### config.mk
export PLATFORM = sky130hd
export DESIGN_NAME = core_cmd_issuer_flat
export DESIGN_NICKNAME = d
export VERILOG_FILES = /design/src/rtl/core_cmd_issuer_pkg.sv /design/src/rtl/core_cmd_issuer_if.sv /design/src/rtl/core_cmd_issuer_cmd_fifo.sv /design/src/rtl/core_cmd_issuer.sv /design/src/flat_wrapper.sv
export SDC_FILE = /design/constraint.sdc
export NUM_CORES = 1
export LEC_CHECK = 0
export ABC_AREA = 1
export BUFFER_PORTS_ARGS = -buffer_cell sky130_fd_sc_hd__buf_4
export CAP_MARGIN = 25
export CELL_PAD_IN_SITES_DETAIL_PLACEMENT = 2
export CELL_PAD_IN_SITES_GLOBAL_PLACEMENT = 2
export CORE_ASPECT_RATIO = 0.75
export CORE_MARGIN = 2
export CORE_UTILIZATION = 37
export CTS_CLUSTER_DIAMETER = 50
export CTS_CLUSTER_SIZE = 25
export DETAILED_ROUTE_END_ITERATION = 12
export GPL_ROUTABILITY_DRIVEN = 0
export PLACE_DENSITY = 0.84
export REMOVE_ABC_BUFFERS = 1
export SYNTH_ARGS = -nofsm -noshare
export SYNTH_HDL_FRONTEND = slang
export SYNTH_SLANG_ARGS = --single-unit
### constraint.sdc
create_clock -name clk -period 4.2 [get_ports clk]
set_clock_uncertainty 0.2 [all_clocks]
set_input_delay 1.05 -clock clk [delete_from_list [all_inputs] [get_ports clk]]
set_output_delay 1.05 -clock clk [all_outputs]
set_load 0.02 [all_outputs]
### src/rtl/core_cmd_issuer_pkg.sv
// Shared types for the command issuer: opcodes, FSM states, queued command
// layout and default sizing.
package core_cmd_issuer_pkg;

  typedef enum logic [2:0] {
    OP_NOP = 3'd0,
    OP_ADD = 3'd1,
    OP_AND = 3'd2,
    OP_XOR = 3'd3,
    OP_MUL = 3'd4,
    OP_RD  = 3'd5,
    OP_WR  = 3'd6,
    OP_RB3 = 3'd7
  } opcode_t;

  typedef enum logic [1:0] {
    ST_IDLE  = 2'd0,
    ST_ISSUE = 2'd1,
    ST_WAIT  = 2'd2,
    ST_RESP  = 2'd3
  } state_t;

  localparam int TIMEOUT_DEFAULT    = 64;
  localparam int FIFO_DEPTH_DEFAULT = 4;

  // One queued command as stored in the FIFO.
  typedef struct packed {
    opcode_t     op;
    logic [7:0]  a;
    logic [7:0]  b;
    logic [11:0] addr;
    logic [7:0]  data;
  } cmd_t;

  localparam int CMD_W = $bits(cmd_t);

  // Width of the WAIT-phase cycle counter; at least one bit.
  function automatic int cnt_width(input int timeout);
    return (timeout > 1) ? $clog2(timeout) : 1;
  endfunction

endpackage

### src/rtl/core_cmd_issuer_if.sv
// Bundle of the command, core and response channels of the issuer.
// slave: the issuer itself; master: the surrounding environment.
interface core_cmd_issuer_if;
  import core_cmd_issuer_pkg::*;

  logic        cmd_valid;
  logic        cmd_ready;
  opcode_t     cmd_op;
  logic [7:0]  cmd_a;
  logic [7:0]  cmd_b;
  logic [11:0] cmd_addr;
  logic [7:0]  cmd_data;

  logic [7:0]  A;
  logic [7:0]  B;
  opcode_t     op_sel;
  logic [11:0] address_in;
  logic [7:0]  data_in;
  logic        start_op;
  logic        end_op;
  logic [15:0] result;

  logic        rsp_valid;
  logic        rsp_ready;
  logic [15:0] rsp_result;
  opcode_t     rsp_op;
  logic        rsp_err;

  modport slave (
    input  cmd_valid, cmd_op, cmd_a, cmd_b, cmd_addr, cmd_data,
    output cmd_ready,
    output A, B, op_sel, address_in, data_in, start_op,
    input  end_op, result,
    output rsp_valid, rsp_result, rsp_op, rsp_err,
    input  rsp_ready
  );

  modport master (
    output cmd_valid, cmd_op, cmd_a, cmd_b, cmd_addr, cmd_data,
    input  cmd_ready,
    input  A, B, op_sel, address_in, data_in, start_op,
    output end_op, result,
    input  rsp_valid, rsp_result, rsp_op, rsp_err,
    output rsp_ready
  );

endinterface

### src/rtl/core_cmd_issuer_cmd_fifo.sv
// Command FIFO: power-of-two depth, wrap-bit pointers, head entry visible
// combinationally on dout. Pushes while full and pops while empty are dropped.
module cmd_fifo #(
  parameter int DEPTH = 4,
  parameter int WIDTH = 8
) (
  input  logic             clk,
  input  logic             rst,
  input  logic             push,
  input  logic [WIDTH-1:0] din,
  input  logic             pop,
  output logic [WIDTH-1:0] dout,
  output logic             full,
  output logic             empty
);

  localparam int AW = (DEPTH > 1) ? $clog2(DEPTH) : 1;

  logic [WIDTH-1:0] mem_r [DEPTH];
  logic [AW:0]      wr_ptr_r;
  logic [AW:0]      rd_ptr_r;
  logic [AW:0]      used_s;

  assign used_s = wr_ptr_r - rd_ptr_r;
  assign full   = (used_s == (AW+1)'(DEPTH));
  assign empty  = (wr_ptr_r == rd_ptr_r);
  assign dout   = mem_r[rd_ptr_r[AW-1:0]];

  // Pointer update; reset empties the FIFO.
  always_ff @(posedge clk) begin
    if (rst) begin
      wr_ptr_r <= {(AW+1){1'b0}};
      rd_ptr_r <= {(AW+1){1'b0}};
    end else begin
      if (push && !full) begin
        wr_ptr_r <= wr_ptr_r + (AW+1)'(1);
      end
      if (pop && !empty) begin
        rd_ptr_r <= rd_ptr_r + (AW+1)'(1);
      end
    end
  end

  // Entry storage; contents need no reset since the pointers gate them.
  always_ff @(posedge clk) begin
    if (push && !full) begin
      mem_r[wr_ptr_r[AW-1:0]] <= din;
    end
  end

endmodule

### src/rtl/core_cmd_issuer.sv
// Command issuer: queues commands, issues them one at a time to the core with
// a single start_op pulse, waits for end_op (bounded by TIMEOUT) and returns
// the result or a timeout error through a valid/ready response port.
module core_cmd_issuer
  import core_cmd_issuer_pkg::*;
#(
  parameter int FIFO_DEPTH = FIFO_DEPTH_DEFAULT,
  parameter int TIMEOUT    = TIMEOUT_DEFAULT
) (
  input logic               clk,
  input logic               rst,
  core_cmd_issuer_if.slave  bus
);

  localparam int              CNT_W    = cnt_width(TIMEOUT);
  localparam logic [CNT_W-1:0] CNT_LAST = CNT_W'(TIMEOUT - 1);

  state_t           state_r;
  cmd_t             cmd_r;
  logic [CNT_W-1:0] cnt_r;
  logic             start_op_r;
  logic             rsp_valid_r;
  logic             rsp_err_r;
  logic [15:0]      rsp_result_r;
  opcode_t          rsp_op_r;

  cmd_t             fifo_din_s;
  logic [CMD_W-1:0] fifo_dout_raw_s;
  cmd_t             fifo_dout_s;
  logic             push_s;
  logic             pop_s;
  logic             full_s;
  logic             empty_s;

  assign fifo_din_s  = '{op: bus.cmd_op, a: bus.cmd_a, b: bus.cmd_b,
                         addr: bus.cmd_addr, data: bus.cmd_data};
  assign fifo_dout_s = cmd_t'(fifo_dout_raw_s);
  // A pop in the same cycle does not reopen a full FIFO to the requester.
  assign push_s      = bus.cmd_valid && !full_s;
  assign pop_s       = (state_r == ST_IDLE) && !empty_s;

  cmd_fifo #(
    .DEPTH (FIFO_DEPTH),
    .WIDTH (CMD_W)
  ) u_cmd_fifo (
    .clk   (clk),
    .rst   (rst),
    .push  (push_s),
    .din   (fifo_din_s),
    .pop   (pop_s),
    .dout  (fifo_dout_raw_s),
    .full  (full_s),
    .empty (empty_s)
  );

  // Issue FSM with operand registers, WAIT counter and response registers.
  always_ff @(posedge clk) begin
    if (rst) begin
      state_r      <= ST_IDLE;
      cmd_r        <= cmd_t'({CMD_W{1'b0}});
      cnt_r        <= {CNT_W{1'b0}};
      start_op_r   <= 1'b0;
      rsp_valid_r  <= 1'b0;
      rsp_err_r    <= 1'b0;
      rsp_result_r <= 16'h0000;
      rsp_op_r     <= OP_NOP;
    end else begin
      case (state_r)
        ST_IDLE: begin
          if (!empty_s) begin
            cmd_r      <= fifo_dout_s;
            start_op_r <= 1'b1;
            state_r    <= ST_ISSUE;
          end
        end
        ST_ISSUE: begin
          start_op_r <= 1'b0;
          cnt_r      <= {CNT_W{1'b0}};
          state_r    <= ST_WAIT;
        end
        ST_WAIT: begin
          // A completion in the last allowed cycle still wins over timeout.
          if (bus.end_op) begin
            rsp_result_r <= bus.result;
            rsp_err_r    <= 1'b0;
            rsp_op_r     <= cmd_r.op;
            rsp_valid_r  <= 1'b1;
            state_r      <= ST_RESP;
          end else if (cnt_r == CNT_LAST) begin
            rsp_result_r <= 16'h0000;
            rsp_err_r    <= 1'b1;
            rsp_op_r     <= cmd_r.op;
            rsp_valid_r  <= 1'b1;
            state_r      <= ST_RESP;
          end else begin
            cnt_r <= cnt_r + CNT_W'(1);
          end
        end
        ST_RESP: begin
          if (bus.rsp_ready) begin
            rsp_valid_r <= 1'b0;
            state_r     <= ST_IDLE;
          end
        end
        default: begin
          start_op_r  <= 1'b0;
          rsp_valid_r <= 1'b0;
          state_r     <= ST_IDLE;
        end
      endcase
    end
  end

  assign bus.cmd_ready  = !full_s;
  assign bus.A          = cmd_r.a;
  assign bus.B          = cmd_r.b;
  assign bus.op_sel     = cmd_r.op;
  assign bus.address_in = cmd_r.addr;
  assign bus.data_in    = cmd_r.data;
  assign bus.start_op   = start_op_r;
  assign bus.rsp_valid  = rsp_valid_r;
  assign bus.rsp_result = rsp_result_r;
  assign bus.rsp_op     = rsp_op_r;
  assign bus.rsp_err    = rsp_err_r;

endmodule

### src/flat_wrapper.sv
// flat-port wrapper written by rule: the top's interface ports become plain ports
module core_cmd_issuer_flat import core_cmd_issuer_pkg::*;
#(
  parameter int FIFO_DEPTH = FIFO_DEPTH_DEFAULT,
  parameter int TIMEOUT    = TIMEOUT_DEFAULT
)
  (clk, rst, bus_cmd_valid, bus_cmd_op, bus_cmd_a, bus_cmd_b, bus_cmd_addr, bus_cmd_data, bus_cmd_ready, bus_A, bus_B, bus_op_sel, bus_address_in, bus_data_in, bus_start_op, bus_end_op, bus_result, bus_rsp_valid, bus_rsp_result, bus_rsp_op, bus_rsp_err, bus_rsp_ready);
  core_cmd_issuer_if bus_i ();
  input logic clk;
  input logic rst;
  input wire logic [$bits(bus_i.cmd_valid)-1:0] bus_cmd_valid;
  input wire logic [$bits(bus_i.cmd_op)-1:0] bus_cmd_op;
  input wire logic [$bits(bus_i.cmd_a)-1:0] bus_cmd_a;
  input wire logic [$bits(bus_i.cmd_b)-1:0] bus_cmd_b;
  input wire logic [$bits(bus_i.cmd_addr)-1:0] bus_cmd_addr;
  input wire logic [$bits(bus_i.cmd_data)-1:0] bus_cmd_data;
  output wire logic [$bits(bus_i.cmd_ready)-1:0] bus_cmd_ready;
  output wire logic [$bits(bus_i.A)-1:0] bus_A;
  output wire logic [$bits(bus_i.B)-1:0] bus_B;
  output wire logic [$bits(bus_i.op_sel)-1:0] bus_op_sel;
  output wire logic [$bits(bus_i.address_in)-1:0] bus_address_in;
  output wire logic [$bits(bus_i.data_in)-1:0] bus_data_in;
  output wire logic [$bits(bus_i.start_op)-1:0] bus_start_op;
  input wire logic [$bits(bus_i.end_op)-1:0] bus_end_op;
  input wire logic [$bits(bus_i.result)-1:0] bus_result;
  output wire logic [$bits(bus_i.rsp_valid)-1:0] bus_rsp_valid;
  output wire logic [$bits(bus_i.rsp_result)-1:0] bus_rsp_result;
  output wire logic [$bits(bus_i.rsp_op)-1:0] bus_rsp_op;
  output wire logic [$bits(bus_i.rsp_err)-1:0] bus_rsp_err;
  input wire logic [$bits(bus_i.rsp_ready)-1:0] bus_rsp_ready;
  assign bus_i.cmd_valid = bus_cmd_valid;
  assign bus_i.cmd_op = bus_cmd_op;
  assign bus_i.cmd_a = bus_cmd_a;
  assign bus_i.cmd_b = bus_cmd_b;
  assign bus_i.cmd_addr = bus_cmd_addr;
  assign bus_i.cmd_data = bus_cmd_data;
  assign bus_cmd_ready = bus_i.cmd_ready;
  assign bus_A = bus_i.A;
  assign bus_B = bus_i.B;
  assign bus_op_sel = bus_i.op_sel;
  assign bus_address_in = bus_i.address_in;
  assign bus_data_in = bus_i.data_in;
  assign bus_start_op = bus_i.start_op;
  assign bus_i.end_op = bus_end_op;
  assign bus_i.result = bus_result;
  assign bus_rsp_valid = bus_i.rsp_valid;
  assign bus_rsp_result = bus_i.rsp_result;
  assign bus_rsp_op = bus_i.rsp_op;
  assign bus_rsp_err = bus_i.rsp_err;
  assign bus_i.rsp_ready = bus_rsp_ready;
  core_cmd_issuer #(.FIFO_DEPTH(FIFO_DEPTH), .TIMEOUT(TIMEOUT)) u_core (.clk(clk), .rst(rst), .bus(bus_i));
endmodule
==> results.json <==
{
  "critPathRequiredTime_ns": 2.95,
  "seq_area_frac_synth_pct": 68.71,
  "max_slew.worst_pin.slew_ns": 0.8670,
  "rows": 49,
  "wl_met3_mm": 1.323,
  "hold_viol": 0,
  "gr-usage-all-layers_pct": 21.36,
  "synth-edff-count": 156,
  "holdBufCountCts": 0,
  "p_leak_nw": 4.101,
  "fp.coreArea_mm2": 0.02391,
  "worstHoldPathType": "reg2reg",
  "post-route-drc-count": 0,
  "crit_fanout": 7,
  "cpLargestDelayFamily": "buffers and inverters",
  "tns_ns": 0,
  "crit_buf_inv": 3,
  "grt_pass1_vias": 7387,
  "slowest_delay_ns": 0.45,
  "finalPower_mw": 7.963,
  "top_layer": "met4",
  "post-route-util_pct": 45.94,
  "crit_slowest_cell": "dfxtp_1",
  "post_drt_wl_per_cell_um": 21.67,
  "pwr-share-comb_pct": 33.8,
  "synth_cell_types": 29,
  "place.port_buffers": 121,
  "dp_hpwl_mm": 16.78,
  "nets": 1006,
  "syn_to_final_growth_pct": 22.03,
  "wl_met1_mm": 11.44,
  "maxCapViolCount": 0,
  "via_count": 6520,
  "cts_tree": "built",
  "power.internal_mw": 4.832,
  "wl_met2_mm": 13.85,
  "ys_ff_latch": 231,
  "finalSetupViolCount": 0,
  "die_w_um": 184.1,
  "status": "finished, final reports clean",
  "cts_buffers": 22,
  "slew_headroom_pct": 42.20,
  "grt.overflow.total": 0,
  "final_cell_mix": "nor2_1, edfxtp_1, buf_4, o21ai_0, o21ai_1",
  "drive_gt1_share_pct": 20.65,
  "cts_root_buf": "clkbuf_16",
  "synth_area_per_cell_um2": 10.90,
  "placed_cells": 1212,
  "maxSlewViolCount": 0,
  "clk_latency_ns": 0.55,
  "wl_mm": 27.20,
  "cts_buffer_depth": 3,
  "clock_power_share_pct": 27.2,
  "detail_route.first_pass.iterations": 4,
  "num_antenna_cells": 0,
  "worstSetupStartpointType": "flip-flop",
  "yosysWarnings": 0,
  "antenna_found_initial": 1,
  "initial_utilization_pct": 37.65,
  "synth_ff_type": "edfxtp_1",
  "die_area_mm2": 0.02561,
  "finalCritPeriodShare_pct": 78.79,
  "final_cells": 1255,
  "crit_chain": "inv_1, ha_1, nand2_1, inv_2, nand3_2, buf_4",
  "pin_count": 122,
  "cts_setup_buffers": 0,
  "async_reset_ff_share_pct": 0,
  "peakVddDrop_mv": 0.3613,
  "cts_resized": 0,
  "syn_area_mm2": 0.009002,
  "period_minus_slack_ns": 3.309,
  "antenna_left": 0,
  "die_h_um": 139.1,
  "cts.clk_slew.worst_paths_ns": 0.08,
  "critPathArrivalTime_ns": 2.06,
  "endpoint_kind": "output port",
  "fmax_mhz": 302.2,
  "vias_per_cell": 5.195,
  "p_switching_mw": 3.131,
  "h-tree-depth": 1,
  "drt_iter0_drc": 271,
  "layout_commonest_cell": "nor2_1",
  "critical_path_class": "reg2out",
  "synth_cells": 826,
  "grt_start_max_net_pins": 81,
  "grt_pass1_wl_mm": 42.32,
  "sw_frac_of_total_pct": 39.32,
  "rsz0062_at_grt": "false",
  "numClockSinks": 231,
  "seqPwrFrac_pct": 39.0,
  "power.density_mw_per_mm2": 724.9
}
## layer usage
layer,vias up,track usage (%)
li1,3064,-
met1,3246,26.21
met2,162,38.97
met3,48,3.676
met4,0,5.179
met5,-,0
## worst min-delay path, stage by stage, from the launching register on
cell and delay (ns):
dfxtp_1 0.31, nand2_1 0.06, a21oi_1 0.05
## synth_stat cells (2+ instances only)
cell / count / area share (%)
a211oi_1: 2 / 0.17
a21oi_1: 68 / 3.8
buf_2: 18 / 1.0
buf_4: 3 / 0.25
buf_6: 6 / 0.75
clkbuf_1: 15 / 0.63
clkbuf_2: 5 / 0.28
dfxtp_1: 75 / 17
edfxtp_1: 156 / 52
ha_1: 13 / 1.8
inv_1: 21 / 0.88
inv_2: 4 / 0.17
nand2_1: 70 / 2.9
nand2_2: 5 / 0.35
nand2_4: 2 / 0.25
nand3_1: 8 / 0.44
nand3_2: 4 / 0.44
nor2_1: 180 / 7.5
o21ai_0: 82 / 4.6
o21ai_1: 80 / 4.4
## cell type report
type / instances / area [µm²]
Tap cell: 306 / 382.9
Inverter: 27 / 103.9
Multi-Input combinational cell: 520 / 2472
Sequential cell: 231 / 6188
Clock inverter: 15 / 224.0
Fill cell: 2471 / 12920
Clock buffer: 25 / 593.1
Timing Repair Buffer: 131 / 1021
## power by group through the flow
stage | registers (mW) | clock network (mW) | logic, mW
finish | 3.10 | 2.17 | 2.69
global route | 3.15 | 2.30 | 2.99
CTS | 3.11 | 2.22 | 2.70
detailed placement | 3.15 | 0 | 2.65
global placement | 3.11 | 0 | 2.48
floorplan | 3.35 | 0 | 1.29
## worst paths after layout
path | from | endpoint | cells after the start | slack, ns
worst max-delay path | u_core.u_cmd_fifo.wr_ptr_r[0] | bus_cmd_ready | 6 | 0.89
worst min-delay path | u_core.bus.rsp_result[13] | u_core.bus.rsp_result[13] | 2 | 0.27
worst min register to register | u_core.bus.rsp_result[13] | u_core.bus.rsp_result[13] | 2 | 0.27
worst max register to register | u_core.u_cmd_fifo.wr_ptr_r[0] | u_core.u_cmd_fifo.mem_r[0][28] | 10 | 1.15
## metrics by stage
stage,hold WS (ns),worst slack (ns),area (µm²)
final,0.2686,0.8907,10990
after global routing,0.2877,0.7790,10990
after CTS,0.2698,0.8728,10930
after detailed placement,0.2599,0.9947,10110
after global placement,0.2497,1.313,10110
after floorplan,0.2573,-0.4393,8737
## kinds of logic (layout without fill, tap and decap cells)
logic type	Yosys count	count (layout)	share of synthesized area [%]
compound gates	233	233	13.02
xor+xnor	1	1	0.09731
fa+ha+maj	13	13	1.807
buf+inv	75	198	4.100
flops	231	231	68.71
simple gates	273	273	12.26
## registers in the layout (all words and copies together) (netlist names), 6 cells and up
name and cells:
u_core.bus.rsp_result 16, u_core.bus.B 8, u_core.u_cmd_fifo.mem_r 156, u_core.bus.address_in 12, u_core.bus.data_in 8, u_core.bus.A 8, u_core.cnt_r 6
Power figures use the tool's default switching activity.
